===== config.mk =====
export PLATFORM = sky130hd
export DESIGN_NAME = simon_frame_loader_flat
export DESIGN_NICKNAME = d
export VERILOG_FILES = /design/src/rtl/simon_frame_loader_pkg.sv /design/src/rtl/simon_frame_loader_if.sv /design/src/rtl/frame_timeout_timer.sv /design/src/rtl/simon_frame_loader.sv /design/src/flat_wrapper.sv
export SDC_FILE = /design/constraint.sdc
export NUM_CORES = 1
export LEC_CHECK = 0
export BUFFER_PORTS_ARGS = -buffer_cell sky130_fd_sc_hd__buf_2
export CAP_MARGIN = 30
export CORE_MARGIN = 2
export CORE_UTILIZATION = 45
export DETAILED_ROUTE_END_ITERATION = 8
export HOLD_SLACK_MARGIN = 0.06
export PLACE_DENSITY = 0.7
export SETUP_SLACK_MARGIN = 0.4
export SYNTH_ARGS = -nofsm -noshare
export SYNTH_HDL_FRONTEND = slang
export SYNTH_HIERARCHICAL = 1
export SYNTH_SLANG_ARGS = --single-unit

===== constraint.sdc =====
create_clock -name clk -period 5.3 [get_ports clk]
set_input_delay 0.795 -clock clk [delete_from_list [all_inputs] [get_ports clk]]
set_output_delay 0.795 -clock clk [all_outputs]
set_load 0.01 [all_outputs]

===== src/rtl/simon_frame_loader_pkg.sv =====
// Shared definitions for the Simon 32/64 frame loader and the cipher core it feeds.
// Contents:
//   CMD_*_BYTE      default command byte values for the framing protocol
//   TEXT_BYTES      payload length of a text frame (32-bit word)
//   KEY_BYTES       payload length of a key frame (64-bit key)
//   state_e         loader FSM state encoding (3 bits)
//   last_payload_byte() true when the byte now being accepted completes the frame
package simon_frame_loader_pkg;

    localparam logic [7:0] CMD_TEXT_BYTE  = 8'h50;  // 'P'
    localparam logic [7:0] CMD_KEY_BYTE   = 8'h4B;  // 'K'
    localparam logic [7:0] CMD_START_BYTE = 8'h53;  // 'S'

    localparam int TEXT_BYTES = 4;
    localparam int KEY_BYTES  = 8;

    typedef enum logic [2:0] {
        ST_IDLE    = 3'd0,
        ST_RX_TEXT = 3'd1,
        ST_RX_KEY  = 3'd2,
        ST_HOLD    = 3'd3,
        ST_COMMIT  = 3'd4,
        ST_START   = 3'd5
    } state_e;

    // cnt is the number of payload bytes already accepted in this frame.
    function automatic logic last_payload_byte(input state_e st, input logic [3:0] cnt);
        return ((st == ST_RX_TEXT) && (cnt == 4'(TEXT_BYTES - 1))) ||
               ((st == ST_RX_KEY)  && (cnt == 4'(KEY_BYTES - 1)));
    endfunction

endpackage


===== src/rtl/simon_frame_loader_if.sv =====
// Byte-stream input and cipher-core output bundle of the frame loader.
// Signals:
//   rx_data/rx_valid  byte strobe from the UART receiver
//   plntxt/key        assembled buses to the core
//   load_plntxt/load_key/start_cipher  one-cycle strobes to the core
//   busy              frame in progress or commit pending
//   frame_err         one-cycle strobe on unknown command or timeout
// Modports: master = the loader itself, slave = its environment.
interface simon_frame_loader_if;

    logic [7:0]  rx_data;
    logic        rx_valid;
    logic [31:0] plntxt;
    logic [63:0] key;
    logic        load_plntxt;
    logic        load_key;
    logic        start_cipher;
    logic        busy;
    logic        frame_err;

    modport master (
        input  rx_data, rx_valid,
        output plntxt, key, load_plntxt, load_key, start_cipher, busy, frame_err
    );

    modport slave (
        output rx_data, rx_valid,
        input  plntxt, key, load_plntxt, load_key, start_cipher, busy, frame_err
    );

endinterface


===== src/rtl/frame_timeout_timer.sv =====
// Inter-byte idle timer for the frame loader.
// Ports:
//   clk, rst     clock, asynchronous active-high reset
//   clear_i      restart the count from zero (wins over enable_i)
//   enable_i     count one idle clock
//   expired_o    high while enabled and TIMEOUT_CYCLES-1 idle clocks have elapsed
module frame_timeout_timer #(
    parameter int TIMEOUT_CYCLES = 100_000
) (
    input  logic clk,
    input  logic rst,
    input  logic clear_i,
    input  logic enable_i,
    output logic expired_o
);

    localparam int CW = (TIMEOUT_CYCLES > 1) ? $clog2(TIMEOUT_CYCLES) : 1;
    localparam logic [CW-1:0] LAST = CW'(TIMEOUT_CYCLES - 1);

    logic [CW-1:0] cnt_q;
    logic [CW-1:0] cnt_d;

    // NOTE: combinational blocks assign a default first so no path leaves cnt_d unassigned (no latch).
    always_comb begin
        cnt_d = cnt_q;
        if (clear_i) begin
            cnt_d = '0;
        end else if (enable_i && (cnt_q != LAST)) begin
            cnt_d = cnt_q + 1'b1;
        end
    end

    // NOTE: state registers use non-blocking assignments so every flop samples pre-edge values.
    always_ff @(posedge clk or posedge rst) begin
        if (rst) begin
            cnt_q <= '0;
        end else begin
            cnt_q <= cnt_d;
        end
    end

    assign expired_o = enable_i && (cnt_q == LAST);

endmodule


===== src/rtl/simon_frame_loader.sv =====
// Assembles 'P' (text), 'K' (key) and 'S' (start) command frames from a UART byte stream
// and drives the Simon 32/64 core's plntxt/key buses and load/start strobes.
// Ports:
//   clk, rst   clock, asynchronous active-high reset
//   bus        simon_frame_loader_if.master: rx_data/rx_valid in; plntxt, key,
//              load_plntxt, load_key, start_cipher, busy, frame_err out
// A completed payload is written to its bus on the accepting edge; the matching load
// strobe follows two clocks later, giving the core's capture register one clear cycle.
module simon_frame_loader
    import simon_frame_loader_pkg::*;
#(
    parameter int         TIMEOUT_CYCLES = 100_000,
    parameter logic [7:0] CMD_TEXT       = CMD_TEXT_BYTE,
    parameter logic [7:0] CMD_KEY        = CMD_KEY_BYTE,
    parameter logic [7:0] CMD_START      = CMD_START_BYTE
) (
    input  logic                  clk,
    input  logic                  rst,
    simon_frame_loader_if.master  bus
);

    state_e      state_q;
    logic [3:0]  byte_cnt_q;
    logic        is_key_q;       // frame type carried through HOLD/COMMIT
    logic [55:0] shift_q;        // the last payload byte never needs storing here
    logic [31:0] plntxt_q;
    logic [63:0] key_q;
    logic        load_plntxt_q;
    logic        load_key_q;
    logic        start_cipher_q;
    logic        frame_err_q;

    logic in_rx;
    logic timer_clear;
    logic timer_expired;

    assign in_rx       = (state_q == ST_RX_TEXT) || (state_q == ST_RX_KEY);
    // Outside the payload states the timer is held at zero, so a new frame starts fresh.
    assign timer_clear = !in_rx || bus.rx_valid;

    frame_timeout_timer #(
        .TIMEOUT_CYCLES (TIMEOUT_CYCLES)
    ) u_timer (
        .clk       (clk),
        .rst       (rst),
        .clear_i   (timer_clear),
        .enable_i  (in_rx),
        .expired_o (timer_expired)
    );

    always_ff @(posedge clk or posedge rst) begin
        if (rst) begin
            state_q        <= ST_IDLE;
            byte_cnt_q     <= '0;
            is_key_q       <= 1'b0;
            shift_q        <= '0;
            plntxt_q       <= '0;
            key_q          <= '0;
            load_plntxt_q  <= 1'b0;
            load_key_q     <= 1'b0;
            start_cipher_q <= 1'b0;
            frame_err_q    <= 1'b0;
        end else begin
            load_plntxt_q  <= 1'b0;
            load_key_q     <= 1'b0;
            start_cipher_q <= 1'b0;
            frame_err_q    <= 1'b0;

            case (state_q)
                ST_IDLE: begin
                    if (bus.rx_valid) begin
                        byte_cnt_q <= '0;
                        if (bus.rx_data == CMD_TEXT) begin
                            state_q  <= ST_RX_TEXT;
                            is_key_q <= 1'b0;
                        end else if (bus.rx_data == CMD_KEY) begin
                            state_q  <= ST_RX_KEY;
                            is_key_q <= 1'b1;
                        end else if (bus.rx_data == CMD_START) begin
                            state_q <= ST_START;
                        end else begin
                            frame_err_q <= 1'b1;
                        end
                    end
                end

                ST_RX_TEXT, ST_RX_KEY: begin
                    // Timeout takes priority over a byte arriving on the same cycle.
                    if (timer_expired) begin
                        frame_err_q <= 1'b1;
                        state_q     <= ST_IDLE;
                    end else if (bus.rx_valid) begin
                        shift_q <= {shift_q[47:0], bus.rx_data};
                        if (byte_cnt_q != 4'hF) begin
                            byte_cnt_q <= byte_cnt_q + 4'd1;
                        end
                        if (last_payload_byte(state_q, byte_cnt_q)) begin
                            if (state_q == ST_RX_TEXT) begin
                                plntxt_q <= {shift_q[23:0], bus.rx_data};
                            end else begin
                                key_q <= {shift_q, bus.rx_data};
                            end
                            state_q <= ST_HOLD;
                        end
                    end
                end

                ST_HOLD: begin
                    state_q <= ST_COMMIT;
                end

                ST_COMMIT: begin
                    if (is_key_q) begin
                        load_key_q <= 1'b1;
                    end else begin
                        load_plntxt_q <= 1'b1;
                    end
                    state_q <= ST_IDLE;
                end

                ST_START: begin
                    start_cipher_q <= 1'b1;
                    state_q        <= ST_IDLE;
                end

                default: begin
                    state_q <= ST_IDLE;
                end
            endcase
        end
    end

    assign bus.plntxt       = plntxt_q;
    assign bus.key          = key_q;
    assign bus.load_plntxt  = load_plntxt_q;
    assign bus.load_key     = load_key_q;
    assign bus.start_cipher = start_cipher_q;
    assign bus.frame_err    = frame_err_q;
    assign bus.busy         = (state_q != ST_IDLE);

endmodule


===== src/flat_wrapper.sv =====
// flat-port wrapper written by rule: the top's interface ports become plain ports
module simon_frame_loader_flat import simon_frame_loader_pkg::*;
#(
    parameter int         TIMEOUT_CYCLES = 100_000,
    parameter logic [7:0] CMD_TEXT       = CMD_TEXT_BYTE,
    parameter logic [7:0] CMD_KEY        = CMD_KEY_BYTE,
    parameter logic [7:0] CMD_START      = CMD_START_BYTE
)
  (clk, rst, bus_rx_data, bus_rx_valid, bus_plntxt, bus_key, bus_load_plntxt, bus_load_key, bus_start_cipher, bus_busy, bus_frame_err);
  simon_frame_loader_if bus_i ();
  input  logic clk;
  input  logic rst;
  input wire logic [$bits(bus_i.rx_data)-1:0] bus_rx_data;
  input wire logic [$bits(bus_i.rx_valid)-1:0] bus_rx_valid;
  output wire logic [$bits(bus_i.plntxt)-1:0] bus_plntxt;
  output wire logic [$bits(bus_i.key)-1:0] bus_key;
  output wire logic [$bits(bus_i.load_plntxt)-1:0] bus_load_plntxt;
  output wire logic [$bits(bus_i.load_key)-1:0] bus_load_key;
  output wire logic [$bits(bus_i.start_cipher)-1:0] bus_start_cipher;
  output wire logic [$bits(bus_i.busy)-1:0] bus_busy;
  output wire logic [$bits(bus_i.frame_err)-1:0] bus_frame_err;
  assign bus_i.rx_data = bus_rx_data;
  assign bus_i.rx_valid = bus_rx_valid;
  assign bus_plntxt = bus_i.plntxt;
  assign bus_key = bus_i.key;
  assign bus_load_plntxt = bus_i.load_plntxt;
  assign bus_load_key = bus_i.load_key;
  assign bus_start_cipher = bus_i.start_cipher;
  assign bus_busy = bus_i.busy;
  assign bus_frame_err = bus_i.frame_err;
  simon_frame_loader #(.TIMEOUT_CYCLES(TIMEOUT_CYCLES), .CMD_TEXT(CMD_TEXT), .CMD_KEY(CMD_KEY), .CMD_START(CMD_START)) u_core (.clk(clk), .rst(rst), .bus(bus_i));
endmodule

==> results.md, run 1 <==
* Final Max Tran Viols at 0
* Min Tclk post-route at 3.78 ns
* TNS Setup at 0 ns
* Most frequent cells in the layout: dfrtp_1 (181), buf_2 (111), mux2_2 (62), mux2_1 (60), mux2_4 (31)
* CTS Buf Count at 17
* CTS tree: built
* Post-synthesis mux area share at 0.247
* Clock Tree Root: clkbuf_16
* First-pass GRT wire length at 24.1 mm
* Final WL at 14.7 mm
* Compound-gate portion of the synthesized area at 0.0309
* CP endpoint kind: flop
* Synth async-reset ratio at 1.00
* Post-CTS Setup Bufs at 0
* Clk slew on worst S/H paths at 0.06 ns
* Hold Violations, Final at 0
* DIE HEIGHT at 133 um
* Slew @ Worst Pin at 0.951 ns
* Synth warn at 6
* All-layer global routing usage at 0.173
* Die area at 17,800 um^2
* Unrepaired setup endpoints after global routing: no
* Final setup viols at 0
* PwrDens at 386 nW/um^2
* TritonRoute pass-1 iters at 4
* Leading area contributor after synthesis: dfrtp_1
* Layout Nets at 626
* Max VDD drop at 242 uV
* Largest net degree at the start of global routing at 77
* Synthesized Nets at 515
* DPL Wire Length at 9.85 mm
* Fraction of layout cells with a size suffix above 1 at 0.411
* Fmax at 264 MHz
* Post-synthesis sequential area ratio at 0.602
* Ports at 112
* # resized after CTS at 0
* Diodes inserted at 0
* Initial core utilization at 0.457
* Crit path max fanout at 64
* WP data arrival at 4.09 ns
* Largest family of logic cells by synthesized area: multiplexers
* Hold buffers post-CTS at 0
* H-tree depth at 4
* Clk buf depth at 2
* Final RePlAce weighted congestion at 0.859
* Cells after synthesis at 502
* Syn Std Cell Area at 7520 um^2
* Crit path required time at 5.61 ns
* Commonest non-fill, non-tap cell in the layout: dfrtp_1
* Rel. slew slack at 0.366
* Drt initial violations at 221
* Pleak at 4.70 nW
* Share of the synthesized area in the top cell type at 0.602
* CTS sink count at 181
* Critical path class: flop to flop
* Critical Path Source Type: flop
* Post-synth EDFFs at 0
* XOR/XNOR Fraction of Synth Area at 0.0138
* Synth Area in Adders at 0.00333
* Final Util at 0.538
* Library cells used by synthesis at 58
* DRC viols at 0
* Main synth FF type: dfrtp_1
* Vias/cell at 5.20
* Post-synthesis register bit count at 181
* Most area-consuming cells after synthesis: dfrtp_1 (60%), mux2_2 (9.3%), mux2_1 (9.0%), mux2_4 (6.2%), buf_6 (1.6%)
* Row Count at 47
* Fin Clk Skew at 0.0112 ns
* Outcome: completed
* Maxcap violations at 0
* Number of nets with antenna violations after routing at 0
* Crit share post-route at 0.714
* Global route total overflow at 0
* Drt wl/cell at 17.4 um
* P&R area growth vs syn at 17.7%
* Port-buffer cells at 111
* Mapped Avg Cell Area at 15.0 um^2
* Number of global-route vias before repair at 4,660
* Post-synthesis simple-gate area fraction at 0.0729
* Initial antenna violation count at 0
* Fillers at 1,396
* Worst min path class: input port to asynchronous set/reset pin
* Routed vias at 4,396
* Skew-Pair Late Insertion Delay at 0.43 ns
* CORE AREA at 16,500 um^2
* Die X at 133 um
==> layer usage <==
layer | share of wire | up-vias | track usage
met5 | 0 | - | 0
met4 | 0.0098 | 0 | 0.0556
met3 | 0.041 | 15 | 0.0445
met2 | 0.51 | 110 | 0.294
met1 | 0.44 | 2252 | 0.219
li1 | - | 2019 | -
==> final timing paths <==
| check | endpoint | depth (start not counted) | slack (ns) | startpoint |
|---|---|---|---|---|
| setup / recovery | u_core/bus.key[12] | 9 | 1.52 | u_core/state_q[0] |
| hold / removal | u_core/bus.key[63] | 2 | 0.30 | rst |
| setup reg to reg | u_core/bus.key[12] | 9 | 1.52 | u_core/state_q[0] |
| hold reg to reg | u_core/bus.key[35] | 1 | 0.48 | u_core/bus.key[35] |
| max in group asynchronous | u_core/bus.plntxt[13] | 3 | 3.88 | rst |
| min in group clk | u_core/bus.key[35] | 1 | 0.48 | u_core/bus.key[35] |
==> through the flow <==
step | instance area, um^2 | setup WS (ns) | total power [mW] | hold WS [ns] | cells
after global placement | 8200 | 1.64 | 2.14 | 0.462 | 812
after global routing | 8850 | 1.27 | 3.58 | 0.307 | 845
final | 8850 | 1.52 | 3.42 | 0.304 | 845
after floorplan | 7530 | 2.42 | 2.02 | 0.440 | 502
after CTS | 8850 | 1.50 | 3.47 | 0.285 | 845
after detailed placement | 8250 | 1.51 | 2.17 | 0.469 | 814
==> synth_stat cells (2+ instances only) <==
master	instances
a21o_1	2
inv_1	8
nand3_2	2
and2_1	4
and3_1	6
mux2_1	60
buf_2	8
xnor2_1	2
nor4b_1	2
nand4_1	3
xor2_1	8
o211ai_1	2
a21oi_1	11
mux2i_1	2
nand2_1	8
nor4_2	2
or3_1	6
dfrtp_1	181
nor3_2	2
nor4_1	3
ha_1	2
clkbuf_1	2
nand3_1	6
buf_4	3
and4_1	2
mux2_2	62
o21ai_1	4
nor3_1	6
buf_6	11
o21ai_0	5
nor2b_1	2
mux2_4	31
nor2_1	18
nand2b_1	2
==> final cells by class <==
class,count,area [um^2],share of cell area
Inverter,8,33.8,0.00382
Multi-Input combinational cell,289,2780,0.314
Timing Repair Buffer,116,626,0.0707
Clock buffer,20,457,0.0516
Clock inverter,11,153,0.0172
Sequential cell,181,4530,0.512
Tap cell,220,275,0.0311
==> where the power goes <==
| group | switching (mW) | internal [mW] |
|---|---|---|
| Combinational | 0.217 | 0.227 |
| Sequential | 0.164 | 1.53 |
| Clock | 0.513 | 0.766 |
==> cells by family after synthesis <==
group	count (synthesis)
flops	181
mux	155
simple gates	86
compound gates	35
buf+inv	32
xor+xnor	11
fa+ha+maj	2
==> flip-flops by register name, indices dropped and copies added, names as in the netlist <==
register	cells
u_core/bus.key	64
u_core/u_timer/cnt_q	17
u_core/bus.start_cipher	1
u_core/bus.frame_err	1
u_core/state_q	3
u_core/is_key_q	1
u_core/bus.load_plntxt	1
u_core/bus.load_key	1
u_core/shift_q	56
u_core/bus.plntxt	32
u_core/byte_cnt_q	4
==> worst max-delay path, cell delays in order (launching register included) <==
cell and delay [ns]:
dfrtp_1 0.49, xnor2_2 0.32, or2_2 0.19, inv_1 0.12, inv_1 0.08, nor3_1 0.11
nor4_4 0.27, buf_4 0.63, and4_4 0.94, mux2_2 0.42
Power figures use the tool's default switching activity.
==> inputs of run 2 (changes only) <==
Clock period 5.3 ns to 3.4 ns, I/O delays scaled along.
==> results.md, run 2 (synthesized netlist as in run 1, its figures left out) <==
* Min Tclk post-route at 2.87 ns (was 3.78 ns)
* Row Count at 47 (unchanged)
* TNS Setup at 0 ns (unchanged)
* Drt initial violations at 340 (was 221)
* Crit path max fanout at 57 (was 64)
* DPL Wire Length at 9.84 mm (was 9.85 mm)
* Number of flip-flops under the largest register name at 64 (unchanged)
* H-tree depth at 4 (unchanged)
* Placed Area at 8240 um^2 (was 8250 um^2)
* All-layer global routing usage at 0.170 (was 0.173)
* DRC viols at 0 (unchanged)
* Drt wl/cell at 17.5 um (was 17.4 um)
* Final Util at 0.536 (was 0.538)
* Slew @ Worst Pin at 0.781 ns (was 0.951 ns)
* Rel. slew slack at 0.479 (was 0.366)
* Clk buf depth at 2 (unchanged)
* Layout Nets at 627 (was 626)
* First-pass GRT wire length at 23.7 mm (was 24.1 mm)
* PwrDens at 596 nW/um^2 (was 386 nW/um^2)
* Final Max Tran Viols at 0 (unchanged)
* Most frequent cells in the layout: dfrtp_1 (181), buf_2 (111), mux2_2 (62), mux2_1 (60), mux2_4 (31) (unchanged)
* Total power at 5.26 mW (was 3.42 mW)
* CORE AREA at 16,500 um^2 (unchanged)
* Crit share post-route at 0.844 (was 0.714)
* Maxcap violations at 0 (unchanged)
* Outcome: completed (unchanged)
* CTS Buf Count at 17 (unchanged)
* Largest net degree at the start of global routing at 92 (was 77)
* Final instance area at 8830 um^2 (was 8850 um^2)
* Initial core utilization at 0.457 (unchanged)
* CTS sink count at 181 (unchanged)
* Critical path endpoint: u_core/shift_q[44] (was u_core/bus.key[12])
* R2R setup slack at 0.53 ns (was 1.52 ns)
* Number of global-route vias before repair at 4,529 (was 4,660)
* Ports at 112 (unchanged)
* Hold buffers post-CTS at 0 (unchanged)
* Hold Violations, Final at 0 (unchanged)
* Final setup viols at 0 (unchanged)
* Max VDD drop at 407 uV (was 242 uV)
* Critical path class: flop to flop (unchanged)
* Skew-Pair Late Insertion Delay at 0.42 ns (was 0.43 ns)
* Port-buffer cells at 111 (unchanged)
* Post-CTS Setup Bufs at 0 (unchanged)
* Clk slew on worst S/H paths at 0.06 ns (about the same)
* Diodes inserted at 0 (unchanged)
* CTS tree: built (unchanged)
* Initial antenna violation count at 0 (unchanged)
* Global route total overflow at 0 (unchanged)
* Fin Clk Skew at 0.00820 ns (was 0.0112 ns)
* Fraction of layout cells with a size suffix above 1 at 0.410 (was 0.411)
* Fmax at 349 MHz (was 264 MHz)
* Reg-to-Reg Start: u_core/state_q[0] (unchanged)
* Clock Tree Root: clkbuf_16 (unchanged)
* Commonest non-fill, non-tap cell in the layout: dfrtp_1 (unchanged)
* TritonRoute pass-1 iters at 4 (unchanged)
* CP endpoint kind: flop (unchanged)
* Final RePlAce weighted congestion at 0.819 (was 0.859)
* Number of nets with antenna violations after routing at 0 (unchanged)
* Final WL at 14.8 mm (was 14.7 mm)
* Critical Path Source Type: flop (unchanged)
* Vias/cell at 5.25 (was 5.20)
* Fillers at 1,393 (was 1,396)
* Crit path required time at 3.70 ns (was 5.61 ns)
* WP data arrival at 3.17 ns (was 4.09 ns)
* Worst Setup SP: u_core/state_q[0] (unchanged)
* DIE HEIGHT at 133 um (unchanged)
* Reg2Reg Depth at 8 (was 9)
* P&R area growth vs syn at 17.4% (was 17.7%)
* Die X at 133 um (unchanged)
* Die area at 17,800 um^2 (unchanged)
* Unrepaired setup endpoints after global routing: yes (was no)
* Routed vias at 4,443 (was 4,396)
* Pleak at 4.69 nW (was 4.70 nW)
* Reg2reg end: u_core/shift_q[44] (was u_core/bus.key[12])
* Worst min path class: input port to asynchronous set/reset pin (unchanged)
[run 2: area by class of cell]
class                           count  area (um^2)  share of cell area
Clock buffer                       22          454              0.0514
Clock inverter                     10          123              0.0139
Inverter                            8         33.8             0.00383
Multi-Input combinational cell    290         2800               0.317
Sequential cell                   181         4530               0.513
Tap cell                          220          275              0.0312
Timing Repair Buffer              116          618              0.0700
[run 2: critical path: stages (launching register included)]
cell and delay, ns:
dfrtp_1 0.50, xnor2_2 0.33, or2_2 0.19, inv_1 0.05
inv_1 0.06, nor3_2 0.07, nor4_4 0.40, buf_4 0.67
mux2_2 0.42
[run 2: metrics by stage]
stage	hold WS, ns	setup slack (ns)	instances
after floorplan	0.436	0.779	502
after global placement	0.462	0.494	814
after detailed placement	0.470	0.369	814
after CTS	0.222	0.410	846
after global routing	0.252	0.404	847
final	0.213	0.532	847
[run 2: worst min-delay path by stage]
stage	from	slack (ns)	end
5_1_grt	rst	0.25	u_core/u_timer/cnt_q[15]
3_5_place_dp	u_core/bus.key[23]	0.47	u_core/bus.key[23]
3_3_place_gp	u_core/bus.key[32]	0.46	u_core/bus.key[32]
2_1_floorplan	rst	0.44	u_core/u_timer/cnt_q[0]
6_report	rst	0.21	u_core/u_timer/cnt_q[10]
4_1_cts	rst	0.22	u_core/u_timer/cnt_q[14]
[run 2: where the power goes]
part	internal, mW	switching (mW)	leakage [nW]
combinational	0.362	0.340	1.92
sequential	2.39	0.255	2.49
clock	1.11	0.803	0.277
[run 2: layer usage]
metal  routed length (um)  GRT usage
met1                 6720      0.227
met2                 7300      0.280
met3                  631     0.0396
met4                  191     0.0485
met5                    0          0
[run 2: timing repair]
action,4_1_cts,5_1_grt
gates cloned,0,1
pin swaps,0,1
gates resized for setup,1,1
setup endpoints to repair,46,64
